`src/rtl/stream_fifo_pkg.sv`:
```
// Shared constants for the example_module -> stream_fifo datapath.
// Holds the default data word width both blocks agree on.
package stream_fifo_pkg;

  localparam int DATA_WIDTH = 8;

endpackage

```
`src/rtl/fifo_mem.sv`:
```
// Storage array for stream_fifo: WIDTH x DEPTH, no reset.
// Ports: clk, we/waddr/wdata (sync write), raddr/rdata (async read).
module fifo_mem #(
  parameter int WIDTH     = 8,
  parameter int DEPTH     = 16,
  parameter int ADDR_BITS = $clog2(DEPTH)
) (
  input  logic                 clk,
  input  logic                 we,
  input  logic [ADDR_BITS-1:0] waddr,
  input  logic [WIDTH-1:0]     wdata,
  input  logic [ADDR_BITS-1:0] raddr,
  output logic [WIDTH-1:0]     rdata
);

  logic [WIDTH-1:0] mem [DEPTH];

  always_ff @(posedge clk) begin
    if (we) begin
      mem[waddr] <= wdata;
    end
  end

  assign rdata = mem[raddr];

endmodule

```
`src/rtl/stream_fifo.sv`:
```
// First-word-fall-through FIFO with sticky overflow flag.
// Ports: clk, rst, clear, in_*, out_*, count, overflow.
module stream_fifo
  import stream_fifo_pkg::*;
#(
  parameter int WIDTH = DATA_WIDTH,
  parameter int DEPTH = 16
) (
  input  logic                       clk,
  input  logic                       rst,
  input  logic                       clear,
  input  logic [WIDTH-1:0]           in_data,
  input  logic                       in_valid,
  output logic                       in_ready,
  output logic [WIDTH-1:0]           out_data,
  output logic                       out_valid,
  input  logic                       out_ready,
  output logic [$clog2(DEPTH+1)-1:0] count,
  output logic                       overflow
);

  localparam int ADDR_BITS = $clog2(DEPTH);
  localparam int CNT_BITS  = $clog2(DEPTH + 1);

  logic [ADDR_BITS-1:0] wr_ptr_q, wr_ptr_d;
  logic [ADDR_BITS-1:0] rd_ptr_q, rd_ptr_d;
  logic [CNT_BITS-1:0]  count_q, count_d;
  logic                 overflow_q, overflow_d;
  logic                 push, pop;
  logic [WIDTH-1:0]     rd_data;

  // Flags come only from count, so ready never depends on valid.
  assign in_ready  = (count_q != CNT_BITS'(DEPTH));
  assign out_valid = (count_q != '0);
  assign push      = in_valid && in_ready;
  assign pop       = out_valid && out_ready;
  assign count     = count_q;
  assign overflow  = overflow_q;
  assign out_data  = out_valid ? rd_data : '0;

  fifo_mem #(
    .WIDTH (WIDTH),
    .DEPTH (DEPTH)
  ) u_mem (
    .clk   (clk),
    .we    (push && !rst && !clear),
    .waddr (wr_ptr_q),
    .wdata (in_data),
    .raddr (rd_ptr_q),
    .rdata (rd_data)
  );

  always_comb begin
    wr_ptr_d   = wr_ptr_q;
    rd_ptr_d   = rd_ptr_q;
    count_d    = count_q;
    overflow_d = overflow_q;
    if (push) begin
      wr_ptr_d = wr_ptr_q + ADDR_BITS'(1);
    end
    if (pop) begin
      rd_ptr_d = rd_ptr_q + ADDR_BITS'(1);
    end
    if (push && !pop) begin
      count_d = count_q + CNT_BITS'(1);
    end else if (pop && !push) begin
      count_d = count_q - CNT_BITS'(1);
    end
    if (in_valid && !in_ready) begin
      overflow_d = 1'b1;
    end
  end

  always_ff @(posedge clk) begin
    if (rst || clear) begin
      wr_ptr_q   <= '0;
      rd_ptr_q   <= '0;
      count_q    <= '0;
      overflow_q <= 1'b0;
    end else begin
      wr_ptr_q   <= wr_ptr_d;
      rd_ptr_q   <= rd_ptr_d;
      count_q    <= count_d;
      overflow_q <= overflow_d;
    end
  end

endmodule

```
`config.mk`:
```
export PLATFORM = sky130hd
export DESIGN_NAME = stream_fifo
export DESIGN_NICKNAME = d
export VERILOG_FILES = /design/src/rtl/stream_fifo_pkg.sv /design/src/rtl/fifo_mem.sv /design/src/rtl/stream_fifo.sv
export SDC_FILE = /design/constraint.sdc
export NUM_CORES = 1
export LEC_CHECK = 0
export ABC_AREA = 0
export CAP_MARGIN = 15
export CORE_AREA = 2 2 112 114
export CTS_CLUSTER_SIZE = 16
export DETAILED_ROUTE_END_ITERATION = 12
export DIE_AREA = 0 0 114 116
export PLACE_DENSITY = 0.68
export SLEW_MARGIN = 25
export SYNTH_ARGS = -nofsm -noshare
export SYNTH_HDL_FRONTEND = slang
export SYNTH_SLANG_ARGS = --single-unit
```
`constraint.sdc`:
```
create_clock -name clk -period 2.7 [get_ports clk]
set_input_delay 0.405 -clock clk [delete_from_list [all_inputs] [get_ports clk]]
set_output_delay 0.405 -clock clk [all_outputs]
set_load 0.05 [all_outputs]
```
==> results.json <==
{
  "fillers": 852,
  "dp_hpwl_um": 6804,
  "final_core_util": 0.6081,
  "period_needed_ns": 2.606,
  "required_ns": 3.06,
  "path_common_cell": "ha_1",
  "gp_routability_congestion": 0.7101,
  "postSynth.asyncResetShare": 0,
  "grt_pass1_vias": 3161,
  "cts.path.max_buffers": 2,
  "synth_top_family_by_area": "multiplexers",
  "ys.flop_type": "edfxtp_1",
  "grt_setup_unrepaired": "false",
  "end_kind": "flop",
  "drc_errors": 0,
  "post-route-cell-area_um2": 7243,
  "clock_latency_ns": 0.42,
  "ys_types": 39,
  "dpl_cell_area_um2": 6491,
  "crit_path_max_incr_delay_ns": 0.56,
  "r2r_cells": 9,
  "yosys.area_share.xor_xnor": 0.008853,
  "grt_pass1_wl_um": 17000,
  "fp.dieW_um": 114,
  "cts_inserted_buffers": 17,
  "portBuffers": 28,
  "max_freq_ghz": 0.3837,
  "yosysWarnings": 0,
  "core_um2": 11910,
  "hp-class": "reg -> reg",
  "criticalPathCategory": "reg -> reg",
  "critical_path_arrival_ns": 2.97,
  "synth.avg_cell_area_um2": 18.55,
  "setup_viol_count_final": 0,
  "initial_core_util": 0.4983,
  "overflow": 0,
  "place_inst": 503,
  "ys_ff_latch": 146,
  "synth_compound_area_frac": 0.04406,
  "cp-start-kind": "flop",
  "die_h_um": 116,
  "fin_nets": 407,
  "yosys.area_share.adder": 0.02234,
  "slew_headroom": 0.5038,
  "worst-slew-pin-transition_ns": 0.7433,
  "die_area_um2": 13220,
  "whs_ns": 0.5002,
  "antenna_cells": 0,
  "met1_usage": 0.2184,
  "drt_iter0_markers": 223,
  "ys_seq_area_frac": 0.7083,
  "synth_mux_area_frac": 0.1457,
  "post_drt_via_cell_ratio": 5.621,
  "num_rows": 40,
  "routedWlPerCell_um": 20.29,
  "cts_htree_levels": 4,
  "synthCells": 320,
  "instances_no_fill": 544,
  "ir_drop_uv": 564.0,
  "clockRootBuffer": "clkbuf_16",
  "slowest_stage": "or4_4",
  "use_met2": 0.3103,
  "first_pass_iters": 6,
  "path_clk_slew_ns": 0.06,
  "area_growth_pct": 22.03,
  "drv_cap": 0,
  "drtAntennaViolNets": 0,
  "syn_nets": 343,
  "power.total_mw": 5.925,
  "vias": 3058,
  "holdPathStages": 2,
  "layout_worst_path_cycle_share": 0.9653,
  "finClkSkew_ns": 0.004908,
  "netlist_area_um2": 5936,
  "synth_edf_count": 128,
  "drive_gt1_frac": 0.2821,
  "crit_path_max_fanout": 6,
  "io_pins": 29,
  "hold_viol": 0,
  "grtUsageTotal": 0.1811,
  "p_leak_nw": 2.409,
  "cts_tree": "built",
  "synth-simple-area-share": 0.04869,
  "antenna_found_initial": 0,
  "finalMaxSlewViolations": 0,
  "wl_um": 11040,
  "busiest_layer": "met2",
  "clkSinkCount": 146,
  "powerDensity_nw_per_um2": 818.0,
  "path_cells": "or4_4 > o21ai_4 > ha_1 > inv_1 > ha_1 > nand3_1 > a211o_1 > a211oi_1 > a31o_2",
  "grt_max_degree": 33,
  "status": "completed",
  "use_met3": 0.04707
}
-- Yosys cell counts (2+ instances only) --
cell type  instances  share of area
nand2_1            7         0.0044
xor2_1             4         0.0059
nand3_1            4         0.0034
nor2b_1            8         0.0084
mux2i_1           11          0.019
buf_4              3         0.0038
xnor2_1            2         0.0030
clkbuf_1           5         0.0032
edfxtp_1         128           0.65
a211oi_1          17          0.022
a31o_2             2         0.0030
mux4_2            23          0.087
buf_2              5         0.0042
ha_1               9          0.019
a21oi_1            4         0.0034
mux4_1             9          0.040
inv_1              5         0.0032
nor4_1             2         0.0021
nor2_1            32          0.020
o211ai_1           2         0.0025
buf_6              2         0.0038
dfxtp_1           18          0.061
or2_2              2         0.0021
-- stage by stage --
step	setup TNS (ns)	setup WS (ns)
after CTS	0	0.004762
final	0	0.09368
after global placement	0	0.1630
after global routing	0	0.005234
after detailed placement	0	0.01498
after floorplan	-0.01654	-0.002068
-- power by group --
part           internal, mW  switching (mW)
combinational         0.427           0.699
clock                  1.43           0.833
sequential             2.49          0.0501
total                  4.34            1.58
-- registers in the layout, summed over array words and instances (netlist names), named ones only --
signal     flops
count          5
wr_ptr_q       4
overflow       1
rd_ptr_q       4
u_mem.mem    128
-- logic make-up after synthesis --
logic type,Yosys count
compound gates,32
xor+xnor,6
fa+ha+maj,10
buf+inv,22
flops,146
mux,43
simple gates,61
-- area by class of cell --
type | count | area, µm² | share of cell area
clock buffers | 19 | 432.9 | 0.05977
inverters | 5 | 18.77 | 0.002591
well taps | 147 | 183.9 | 0.02539
clock inverters | 13 | 142.6 | 0.01969
repair buffers | 62 | 599.3 | 0.08274
flip-flops and latches | 146 | 4210 | 0.5813
multi-input cells | 152 | 1655 | 0.2285
-- worst max-delay path, delay by kind of cell, from the launching register on --
family	cells	cell delay [ns]
fa+ha+maj	2	0.55
compound gates	4	0.81
buf+inv	1	0.11
simple gates	2	0.70
flops	1	0.37
-- layer usage --
layer	wire (µm)	vias up
met1	4737	1559
met2	5722	66
met5	0	-
met4	169	0
li1	-	1419
met3	407	14
-- path summary, 6_finish.rpt --
path                         startpoint                    end  slack (ns)
setup / recovery  count[0]$_SDFFE_PP0P_  count[4]$_SDFFE_PP0P_        0.09
hold / removal    overflow$_SDFFE_PP0P_  overflow$_SDFFE_PP0P_        0.50
setup reg to reg  count[0]$_SDFFE_PP0P_  count[4]$_SDFFE_PP0P_        0.09
hold reg to reg   overflow$_SDFFE_PP0P_  overflow$_SDFFE_PP0P_        0.50
-- layout by cell type (no fill, tap or decap), types with 4 or more instances in the layout --
master           netlist  routed
a211oi_1              17      10
a211oi_2               0       7
a21oi_1                4       4
buf_4                  3      37
clkbuf_16              0      18
clkdlybuf4s50_1        0      18
clkinv_1               0       4
dfxtp_1               18      15
edfxtp_1             128     128
ha_1                   9       9
inv_1                  5       5
mux2i_1               11      11
mux4_1                 9       9
mux4_2                23      23
nand2_1                7       7
nand3_1                4       4
nor2_1                32      32
nor2b_1                8       8
xor2_1                 4       4
-- timing repair --
item                                    CTS  global route
cloned                                    1             1
endpoints found under the setup margin    9             5
buffers inserted                          1             6
hold buffers                              0             0
gates resized for setup                   8             8
pin swaps                                 0             2
(Power assumes the default switching activity.)
